[config.mk]
export PLATFORM = sky130hd
export DESIGN_NAME = fetch_stage
export DESIGN_NICKNAME = d
export VERILOG_FILES = /design/src/rtl/fetch_stage.sv
export SDC_FILE = /design/constraint.sdc
export NUM_CORES = 1
export LEC_CHECK = 0
export ABC_AREA = 1
export CAP_MARGIN = 20
export CORE_MARGIN = 1.5
export CORE_UTILIZATION = 55
export CTS_CLUSTER_SIZE = 30
export DETAILED_ROUTE_END_ITERATION = 7
export GPL_TIMING_DRIVEN = 1
export HOLD_SLACK_MARGIN = 0.03
export PLACE_DENSITY = 0.88
export SLEW_MARGIN = 20
export SYNTH_ARGS = -nofsm -noshare
export SYNTH_HDL_FRONTEND = slang
export SYNTH_SLANG_ARGS = --single-unit
[constraint.sdc]
create_clock -name clk -period 3.35 [get_ports clk]
set_clock_uncertainty 0.05 [all_clocks]
set_input_delay 0.8375 -clock clk [delete_from_list [all_inputs] [get_ports clk]]
set_output_delay 0.8375 -clock clk [all_outputs]
set_load 0.03 [all_outputs]
[src/rtl/fetch_stage.sv]
// Instruction-fetch stage: owns the PC, fetches words over a req/ack handshake and
// hands one instruction per cycle to decode through an output register plus 1-entry skid.
module fetch_stage #(
   parameter logic [31:0] RESET_PC = 32'h0000_0000,
   parameter logic [31:0] PC_INC   = 32'd4
) (
   input  logic        clk,
   input  logic        rst,
   output logic        imem_req,
   output logic [31:0] imem_addr,
   input  logic        imem_ack,
   input  logic [31:0] imem_rdata,
   input  logic        id_stall,
   input  logic        redirect,
   input  logic [1:0]  pc_src,
   input  logic [31:0] jump_addr,
   input  logic [31:0] reg_target,
   output logic        if_valid,
   output logic [31:0] if_instr,
   output logic [31:0] if_pc,
   output logic        halted
);

   typedef enum logic [1:0] {S_IDLE, S_REQ, S_WAIT_OUT, S_HALT} state_t;

   state_t      r_state, w_state_nxt;
   logic [31:0] r_pc, w_pc_nxt;
   logic [31:0] r_addr, w_addr_nxt;
   logic        r_valid, w_valid_nxt;
   logic [31:0] r_instr, w_instr_nxt;
   logic [31:0] r_ipc, w_ipc_nxt;
   logic        r_skid_v, w_skid_v_nxt;
   logic [31:0] r_skid_instr, w_skid_instr_nxt;
   logic [31:0] r_skid_pc, w_skid_pc_nxt;
   logic        r_squash, w_squash_nxt;

   logic        w_redir, w_ack, w_accept, w_out_free;
   logic [31:0] w_target;

   assign w_redir    = redirect && pc_src[1] && (r_state != S_HALT);
   assign w_target   = pc_src[0] ? reg_target : jump_addr;
   assign w_ack      = (r_state == S_REQ) && imem_ack;
   assign w_accept   = w_ack && !r_squash && !w_redir;
   assign w_out_free = !r_valid || !id_stall;

   always_comb begin
      w_state_nxt      = r_state;
      w_pc_nxt         = r_pc;
      w_valid_nxt      = r_valid;
      w_instr_nxt      = r_instr;
      w_ipc_nxt        = r_ipc;
      w_skid_v_nxt     = r_skid_v;
      w_skid_instr_nxt = r_skid_instr;
      w_skid_pc_nxt    = r_skid_pc;
      w_squash_nxt     = r_squash;
      if (w_redir) begin
         // An unacked request cannot be withdrawn: keep it up and drop its data on ack.
         w_pc_nxt     = w_target;
         w_valid_nxt  = 1'b0;
         w_skid_v_nxt = 1'b0;
         w_squash_nxt = (r_state == S_REQ) && !imem_ack;
         w_state_nxt  = S_REQ;
      end else begin
         if (w_out_free) begin
            if (r_skid_v) begin
               w_valid_nxt  = 1'b1;
               w_instr_nxt  = r_skid_instr;
               w_ipc_nxt    = r_skid_pc;
               w_skid_v_nxt = 1'b0;
            end else if (w_accept) begin
               w_valid_nxt = 1'b1;
               w_instr_nxt = imem_rdata;
               w_ipc_nxt   = r_addr;
            end else begin
               w_valid_nxt = 1'b0;
            end
         end
         if (w_accept && (!w_out_free || r_skid_v)) begin
            w_skid_v_nxt     = 1'b1;
            w_skid_instr_nxt = imem_rdata;
            w_skid_pc_nxt    = r_addr;
         end
         if (w_ack && r_squash)
            w_squash_nxt = 1'b0;
         if (w_accept)
            w_pc_nxt = r_pc + PC_INC;
         case (r_state)
            S_IDLE:     w_state_nxt = S_REQ;
            S_REQ: begin
               if (w_accept && imem_rdata[31])
                  w_state_nxt = S_HALT;
               else if (w_accept && w_valid_nxt && w_skid_v_nxt)
                  w_state_nxt = S_WAIT_OUT;
            end
            S_WAIT_OUT: if (!w_skid_v_nxt) w_state_nxt = S_REQ;
            S_HALT:     w_state_nxt = S_HALT;
         endcase
      end
      // The presented address only moves once the outstanding request completes.
      if ((r_state == S_REQ) && !imem_ack)
         w_addr_nxt = r_addr;
      else
         w_addr_nxt = w_pc_nxt;
   end

   always_ff @(posedge clk or negedge rst) begin
      if (!rst) begin
         r_state      <= S_IDLE;
         r_pc         <= RESET_PC;
         r_addr       <= '0;
         r_valid      <= 1'b0;
         r_instr      <= '0;
         r_ipc        <= '0;
         r_skid_v     <= 1'b0;
         r_skid_instr <= '0;
         r_skid_pc    <= '0;
         r_squash     <= 1'b0;
      end else begin
         r_state      <= w_state_nxt;
         r_pc         <= w_pc_nxt;
         r_addr       <= w_addr_nxt;
         r_valid      <= w_valid_nxt;
         r_instr      <= w_instr_nxt;
         r_ipc        <= w_ipc_nxt;
         r_skid_v     <= w_skid_v_nxt;
         r_skid_instr <= w_skid_instr_nxt;
         r_skid_pc    <= w_skid_pc_nxt;
         r_squash     <= w_squash_nxt;
      end
   end

   assign imem_req  = (r_state == S_REQ);
   assign imem_addr = r_addr;
   assign if_valid  = r_valid;
   assign if_instr  = r_instr;
   assign if_pc     = r_ipc;
   assign halted    = (r_state == S_HALT);

endmodule

==> reports/metrics.cfg, run 1 <==
[place]
hpwl_mm = 15.7
portBuffers = 201
place_area_mm2 = 0.0113
gp_congestion = 0.943

[final_layout]
final_cell_area_mm2 = 0.0119
finalNetCount = 1468
drive_gt1_share_pct = 4.28
seq_area_mm2 = 0.00493
antennaDiodeCount = 0
utilization_pct = 72.3
n_fill_cell = 1267
multi_input_area_mm2 = 0.00373
syn_to_final_growth_pct = 29.8

[grt]
grt_overflow = 0
track_usage_pct = 26.8
antenna_found_initial = 0
grt_pass1_wl_mm = 37.8
grt_max_degree = 129
grt_pass1_vias = 7721

[yosys]
synth_top_flop_cell = dfrtp_1
ys_seq_area_share_pct = 53.7
synth_area_mm2 = 0.00918
async_reset_ff_share_pct = 100
syn_inst = 1190
syn-mean-instance-area_um2 = 7.71
synth.top_cell.area_share_pct = 53.7
synth_cell_types = 30
synth-seq-cells = 197
yosysTopAreaCell = dfrtp_1
ys_top_cells_by_area = dfrtp_1 54%, nand2_1 23%, nor2_1 4.8%, a31oi_1 4.6%, nand3_1 2.2%
syn_nets = 1294
synth_enable_flop_cells = 0
yosysWarnings = 0

[critical_path]
cp-start-kind = input port
cpMaxStageDelayCell = clkdlybuf4s50_1
required_ps = 3640
crit_path_max_incr_delay_ps = 480
reg2reg_depth = 10
cp_data_arrival_time_ps = 3040
critPathTopFamily = buffers and inverters
worstPathMaxFanout = 128
crit_path_frequent_cell = nor2_1
reg2reg_slack_ps = 1020
endpoint_kind = flop
path_cells = clkdlybuf4s50_1 > nand3_1 > nor2_1 > nand2_2 > inv_2 > nor2_1 > nor3_4 > buf_12 > nor2_1 > a31oi_1
worst-path-buf-inv = 3
cp_num_cells = 10
worstSetupPathType = input port to flop

[drt]
vias_per_cell = 5.17
dr.pass1.iters = 7
drt_wl_total_mm = 22.7
drtIter0Drc = 650
drc_errors = 0
vias = 8262
ant_nets = 0
routedWlPerCell_um = 14.2

[timing]
max_clock_freq_mhz = 364
period_minus_slack_ps = 2750
hold_viol = 0
maxSlewHeadroom_pct = 50.7
rsz0062_at_grt = false
post-route-period-util_pct = 82.1
tns_ps = 0
worst_pin_slew_ps = 740
setup_viol = 0
maxSlewViolCount = 0

[clock_network]
clk_pin_slew_ps = 60
postCtsResizedCells = 0
ctsHoldBuffers = 0
cts_tree = yes
post-cts-setup-buffers = 0
clk_latency_ps = 420
h-tree-depth = 4
numClockSinks = 197
cts_inserted_buffers = 17
root_buffer = clkbuf_16
cts_buffer_depth = 2

[floorplan]
core_mm2 = 0.0165
dieHeight_um = 132
die_w_um = 132
num_io_pins = 202
initial_core_util_pct = 55.7
die_area_mm2 = 0.0175
row_count = 47

[job]
drv_cap = 0

[pwr]
p_leak_nw = 5.71
vdd_drop_max_uv = 457
p_per_area_mw_per_mm2 = 947

[status]
outcome = finished clean

[worst_hold_path]
hp-class = input port to async pin

[cells by family (layout without fill, tap and decap cells)]
| logic type | count (synthesis) | in the layout | synth area share, % |
|---|---|---|---|
| muxes | 2 | 2 | 0.218 |
| AOI/OAI and AO/OA | 116 | 116 | 7.46 |
| xor gates and xnor gates | 12 | 12 | 1.15 |
| DFF | 197 | 197 | 53.7 |
| buffers and inverters | 119 | 306 | 5.67 |
| adders and majority gates | 1 | 1 | 0.136 |
| and+or+nand+nor | 743 | 743 | 31.6 |
[cell usage in the layout, fill, tap and decap left out, types with 3 or more instances in the layout]
cell,count
nand2_1,561
clkdlybuf4s50_1,200
dfrtp_1,196
nor2_1,118
a31oi_1,67
inv_1,53
nand3_1,41
o21ai_0,29
clkbuf_16,17
buf_4,14
nand4_1,11
xor2_1,10
o21ai_1,7
a21boi_0,6
a21oi_1,5
clkinv_2,4
nor2_2,3
inv_2,3
clkinvlp_4,3
buf_12,3
[report_power, final]
group          internal (mW)  leakage, nW  switching [mW]
clock network           1.12        0.277           0.866
logic                   1.93         3.06            3.06
registers               3.48         2.38           0.817
[final cells by class]
class	instances	area share, %
Sequential cell	197	41.4
Tap cell	220	2.31
Inverter	56	1.77
Clock inverter	12	1.08
Timing Repair Buffer	218	18.3
Clock buffer	20	3.75
Multi-Input combinational cell	874	31.4
[per-layer routing]
metal	routed length [µm]	track usage [%]	vias to the layer above	part of all wire, %
met5	0	0	-	0
met4	418	8.89	0	1.8
met3	1230	3.61	30	5.4
met2	10800	44.2	331	48
met1	10200	36.9	3798	45
li1	-	-	4103	-
[worst reg2reg max path, stage by stage, from the launching register on]
cell	delay, ps
dfrtp_1	420
inv_1	80
nand3_1	120
nor2_1	170
nand2_2	230
inv_2	190
nor2_1	100
nor3_4	150
buf_12	420
nor2_1	140
a31oi_1	170
[Yosys cell counts, types with 2 or more instances]
cell type  count
a21boi_0       6
a21oi_1        5
a31oi_1       67
buf_2         14
buf_6          7
clkbuf_1      41
dfrtp_1      197
inv_1         54
inv_2          2
mux2i_1        2
nand2_1      562
nand3_1       41
nand4_1       11
nor2_1       118
nor2_2         3
nor3_1         2
o21ai_0       29
o21ai_1        7
xnor2_1        2
xor2_1        10
[metrics by stage]
step | hold slack, ps | instances | worst slack (ps) | total power, mW
after floorplan | 399 | 1190 | 1310 | 7.28
after global placement | 411 | 1565 | 387 | 9.12
after detailed placement | 415 | 1565 | 253 | 9.32
after CTS | 433 | 1597 | 625 | 11.3
after global routing | 445 | 1597 | 380 | 12.0
final | 414 | 1597 | 599 | 11.3
[worst paths after layout]
kind / startpoint / to
max: imem_ack / if_pc[24]$_DFFE_PN0P_
min: rst / if_instr[3]$_DFFE_PN0P_
max reg2reg: r_state[1]$_DFFE_PN0P_ / if_pc[24]$_DFFE_PN0P_
min reg2reg: r_skid_instr[19]$_DFFE_PN0P_ / r_skid_instr[19]$_DFFE_PN0P_
max in group asynchronous: rst / if_pc[19]$_DFFE_PN0P_
min in group clk: r_skid_instr[19]$_DFFE_PN0P_ / r_skid_instr[19]$_DFFE_PN0P_
[state kept, by name, summed over array words and instances, names as in the netlist]
name	count
if_valid	1
r_pc	32
r_skid_instr	32
imem_addr	32
r_skid_pc	32
if_pc	32
if_instr	32
r_state	2
r_skid_v	1
r_squash	1
(Power assumes the default switching activity.)
==> run 2, diff against run 1 <==
--- a/config.mk
+++ b/config.mk
@@ -8,12 +8,12 @@
 export ABC_AREA = 1
 export CAP_MARGIN = 20
 export CORE_MARGIN = 1.5
-export CORE_UTILIZATION = 55
+export CORE_UTILIZATION = 51
 export CTS_CLUSTER_SIZE = 30
 export DETAILED_ROUTE_END_ITERATION = 7
 export GPL_TIMING_DRIVEN = 1
 export HOLD_SLACK_MARGIN = 0.03
-export PLACE_DENSITY = 0.88
+export PLACE_DENSITY = 0.82
 export SLEW_MARGIN = 20
 export SYNTH_ARGS = -nofsm -noshare
 export SYNTH_HDL_FRONTEND = slang
==> constraint.sdc (replaced) <==
create_clock -name clk -period 2.7 [get_ports clk]
set_clock_uncertainty 0.05 [all_clocks]
set_input_delay 0.675 -clock clk [delete_from_list [all_inputs] [get_ports clk]]
set_output_delay 0.675 -clock clk [all_outputs]
set_load 0.03 [all_outputs]
==> run 2 against run 1 <==
Net effect: final cell count is 1.2% higher; sequential cell count stayed put; worst setup slack worse by 500 ps; count of clock-buffer cells in the layout stayed put; global-route usage is 0.46 points lower; sequential power is 25% higher; power is 27% higher; first-iteration DRC count is 0.46% higher; critical path depth is 7 lower; register-to-register slack worse by 470 ps.
==> reports/metrics.cfg, run 2 (synthesis gave the netlist of run 1 again) <==
[status]
outcome = finished clean

[timing]
period_minus_slack_ps = 2600
worst_pin_slew_ps = 710
rsz0062_at_grt = false
maxSlewHeadroom_pct = 52.6
post-route-period-util_pct = 96.2
setup_viol = 0
maxSlewViolCount = 0
whs_ps = 155
hold_viol = 0
tns_ps = 0
max_clock_freq_mhz = 385
worst_slack_ps = 104

[drt]
vias_per_cell = 5.19
dr.pass1.iters = 5
drtIter0Drc = 653
drc_errors = 0
ant_nets = 0
routedWlPerCell_um = 14.7
drt_wl_total_mm = 23.8
vias = 8380

[floorplan]
dieHeight_um = 137
initial_core_util_pct = 52.7
die_area_mm2 = 0.0188
num_io_pins = 202
die_w_um = 137
row_count = 48
core_mm2 = 0.0174

[critical_path]
endpoint_kind = output port
cp-start-kind = flop
startpoint = r_state[0]$_DFFE_PN0P_
worstPathMaxFanout = 4
worstReg2RegStart = r_state[1]$_DFFE_PN0P_
worstSetupPathType = flop to output port
required_ps = 1980
cp_data_arrival_time_ps = 1870

[clock_network]
cts_buffer_depth = 2
cts_inserted_buffers = 17
numClockSinks = 197
root_buffer = clkbuf_16
ctsHoldBuffers = 0
cts_tree = yes
h-tree-depth = 4
postCtsResizedCells = 0
clk_latency_ps = 430
post-cts-setup-buffers = 0
clk_pin_slew_ps = 80

[pwr]
p_per_area_mw_per_mm2 = 1180
p_clk_share_pct = 17.7
p_leak_nw = 5.83
p_int_mw = 8.30
share_seq_of_total_power_pct = 37.6
combPwrFrac_pct = 44.7
vdd_drop_max_uv = 792
swShare_pct = 41.8
p_sw_mw = 5.97

[place]
hpwl_mm = 16.6
gp_congestion = 0.970
dpl.cell_count = 1584
pre_cts_slack_ps = -95.7
portBuffers = 201
place_area_mm2 = 0.0115

[grt]
grt_pass1_vias = 7844
grt_pass1_wl_mm = 38.7
grt_max_degree = 65
track_usage_pct = 26.3
antenna_found_initial = 0
grt_overflow = 0

[final_layout]
syn_to_final_growth_pct = 32.1
mostFrequentLayoutCell = nand2_1
finalNetCount = 1482
drive_gt1_share_pct = 5.39
n_fill_cell = 1435
mostFrequentLayoutCells = 561 x nand2_1, 200 x clkdlybuf4s50_1, 196 x dfrtp_1
final_cell_area_mm2 = 0.0121
final_cells = 1616
antennaDiodeCount = 0

[worst_hold_path]
hp-class = input port to async pin

[job]
drv_cap = 0

==> run 2: cell types whose count changed in the layout (fill, tap and decap cells not counted) <==
cell	delta
clkinv_2	+1
clkinvlp_4	-2
clkinv_4	+2
inv_6	-1
clkbuf_1	-2
clkbuf_8	+2
buf_4	+7
buf_12	+7
==> run 2: final timing paths <==
| check | to | slack (ps) | cells after the start |
|---|---|---|---|
| worst max-delay path | imem_req | 100 | 3 |
| worst min-delay path | r_pc[4]$_DFF_PN0_ | 160 | 1 |
| worst max register to register | r_skid_pc[0]$_DFFE_PN0P_ | 550 | 7 |
| worst min register to register | r_skid_instr[14]$_DFFE_PN0P_ | 430 | 2 |
| max in group asynchronous | if_instr[21]$_DFFE_PN0P_ | 1660 | 2 |
| min in group clk | r_skid_instr[14]$_DFFE_PN0P_ | 430 | 2 |
==> run 2: stage by stage <==
stage | utilization, % | total power, mW
6_report | 69.6 | 14.3
2_1_floorplan | - | 9.03
5_1_grt | 69.6 | 15.2
4_1_cts | 69.6 | 14.3
3_3_place_gp | 66.2 | 11.5
3_5_place_dp | 66.2 | 11.7
==> run 2: power groups by stage <==
stage / sequential, mW / combinational, mW / clock [mW]
floorplan: 6.53 / 2.50 / 0
global placement: 5.35 / 6.19 / 0
detailed placement: 5.38 / 6.36 / 0
CTS: 5.35 / 6.39 / 2.56
global route: 5.53 / 6.97 / 2.71
finish: 5.36 / 6.37 / 2.53
==> run 2: routing by layer <==
metal	wire length, µm	global-route usage [%]	up-vias
met5	0	0	-
met4	350	7.31	0
met3	1540	4.67	23
met2	11200	42.4	322
met1	10700	36.9	3901
li1	-	-	4134
==> run 2: worst max-delay path, cell delays in order, from the launching register on <==
cell and delay [ps]:
dfrtp_1 390, inv_1 90, nor2_1 250, clkdlybuf4s50_1 730
==> run 2: cell type report <==
class / count / area (µm²) / area share, %
well taps: 225 / 282 / 2.32
clock buffers: 20 / 467 / 3.85
clock inverters: 12 / 128 / 1.05
repair buffers: 232 / 2370 / 19.6
inverters: 56 / 210 / 1.73
multi-input cells: 874 / 3730 / 30.8
flip-flops and latches: 197 / 4930 / 40.7
==> run 3, diff against run 2 <==
==> constraint.sdc (replaced) <==
create_clock -name clk -period 2.7 [get_ports clk]
set_clock_uncertainty 0.05 [all_clocks]
set_input_delay 0.54 -clock clk [delete_from_list [all_inputs] [get_ports clk]]
set_output_delay 0.54 -clock clk [all_outputs]
set_load 0.03 [all_outputs]
==> run 3 against run 2 <==
Net effect: first-iteration DRC count is 4.6% lower; design area is 0.26% lower; non-clock buffer count stayed put; critical path depth stayed put; via count is 0.39% lower; sequential cell count stayed put; combinational power is 1% lower; largest cell class unchanged; die area stayed put; critical path type unchanged; worst setup slack better by 170 ps.
==> reports/metrics.cfg, run 3 (synthesis gave the netlist of run 1 again) <==
[status]
outcome = finished clean

[floorplan]
core_mm2 = 0.0174
die_area_mm2 = 0.0188
die_w_um = 137
dieHeight_um = 137
num_io_pins = 202
initial_core_util_pct = 52.7
row_count = 48

[critical_path]
required_ps = 2110
endpoint_kind = output port
reg2reg_depth = 9
cp-start-kind = flop
worstReg2RegStart = r_state[1]$_DFFE_PN0P_
cp_data_arrival_time_ps = 1830
reg2reg_slack_ps = 610
worstPathMaxFanout = 4
reg2reg_to = if_pc[11]$_DFFE_PN0P_
worstSetupPathType = flop to output port

[clock_network]
cts_tree = yes
clk_pin_slew_ps = 70
cts_buffer_depth = 2
root_buffer = clkbuf_16
postCtsResizedCells = 0
h-tree-depth = 4
post-cts-setup-buffers = 0
cts_inserted_buffers = 17
numClockSinks = 197
clk_latency_ps = 420

[grt]
grt_max_degree = 82
grt_pass1_wl_mm = 37.8
antenna_found_initial = 0
grt_overflow = 0
track_usage_pct = 25.5
grt_pass1_vias = 7709

[final_layout]
syn_to_final_growth_pct = 31.8
mostFrequentLayoutCell = nand2_1
final_cells = 1615
final_cell_area_mm2 = 0.0121
utilization_pct = 69.4
n_fill_cell = 1434
finalNetCount = 1482
seq_area_mm2 = 0.00493
drive_gt1_share_pct = 5.11
mostFrequentLayoutCells = 561 x nand2_1, 200 x clkdlybuf4s50_1, 196 x dfrtp_1
antennaDiodeCount = 0
multi_input_area_mm2 = 0.00373

[worst_hold_path]
whs_path_depth = 2
hold_end = r_skid_instr[16]$_DFFE_PN0P_
hp-class = flop to flop
min_from = r_skid_instr[16]$_DFFE_PN0P_

[pwr]
swShare_pct = 41.4
vdd_drop_max_uv = 668
p_leak_nw = 5.81
combPwrFrac_pct = 44.0
p_per_area_mw_per_mm2 = 1180
p_int_mw = 8.38
share_seq_of_total_power_pct = 37.5
p_sw_mw = 5.92
p_clk_share_pct = 18.5
finalPower_mw = 14.3

[place]
gp_congestion = 0.948
portBuffers = 201
hpwl_mm = 16.6
place_area_mm2 = 0.0115
dpl.cell_count = 1583

[timing]
maxSlewViolCount = 0
post-route-period-util_pct = 89.7
period_minus_slack_ps = 2420
max_clock_freq_mhz = 413
worst_pin_slew_ps = 604
hold_viol = 0
tns_ps = 0
setup_viol = 0
rsz0062_at_grt = false
maxSlewHeadroom_pct = 59.7

[drt]
drtIter0Drc = 623
routedWlPerCell_um = 14.3
ant_nets = 0
drt_wl_total_mm = 23.1
dr.pass1.iters = 5
vias = 8347
vias_per_cell = 5.17
drc_errors = 0

[job]
drv_cap = 0

[run 3: power groups by stage]
stage | sequential (mW) | combinational [mW] | clock (mW)
floorplan | 6.53 | 2.50 | 0
global placement | 5.35 | 6.13 | 0
detailed placement | 5.39 | 6.30 | 0
CTS | 5.36 | 6.33 | 2.69
global route | 5.53 | 6.90 | 2.82
finish | 5.37 | 6.29 | 2.65
[run 3: worst max-delay path: stages (launching register included)]
cell and delay (ps):
dfrtp_1 400, inv_1 80, nor2_1 210, clkdlybuf4s50_1 720
[run 3: how the worst max path moves through the flow]
stage	start	end	slack (ps)	cells after the start
2_1_floorplan	r_state[0]$_DFFE_PN0P_	imem_addr[19]$_DFFE_PN0N_	850	8
3_3_place_gp	imem_ack	if_pc[4]$_DFFE_PN0P_	140	10
3_5_place_dp	imem_ack	if_instr[27]$_DFFE_PN0P_	50	10
4_1_cts	r_state[0]$_DFFE_PN0P_	imem_req	270	3
5_1_grt	r_state[0]$_DFFE_PN0P_	imem_req	210	3
6_report	r_state[0]$_DFFE_PN0P_	imem_req	280	3
[run 3: per-stage QoR]
step | hold slack, ps | setup slack (ps)
final | 429 | 278
after global routing | 450 | 210
after CTS | 432 | 271
after detailed placement | 415 | 50.9
after global placement | 411 | 138
after floorplan | 194 | 852
[run 3: cell type report]
| class | count | area share, % |
|---|---|---|
| multi-input combinational | 874 | 30.9 |
| timing repair buffer | 232 | 19.2 |
| inverter | 56 | 1.74 |
| sequential | 197 | 40.8 |
| tap | 225 | 2.33 |
| clock inverter | 12 | 1.47 |
| clock buffer | 19 | 3.58 |
[run 3: routing by layer]
layer,global-route usage (%),part of all wire (%),vias to the layer above
met5,0,0,-
met2,41.0,46,276
met3,4.00,5.8,25
li1,-,-,4140
met1,35.9,46,3906
met4,7.25,1.6,0
[run 3: repair_timing]
action,CTS,global route
endpoints found under the setup margin,0,0
endpoints found under the hold margin,39,0
hold buffers,1,0
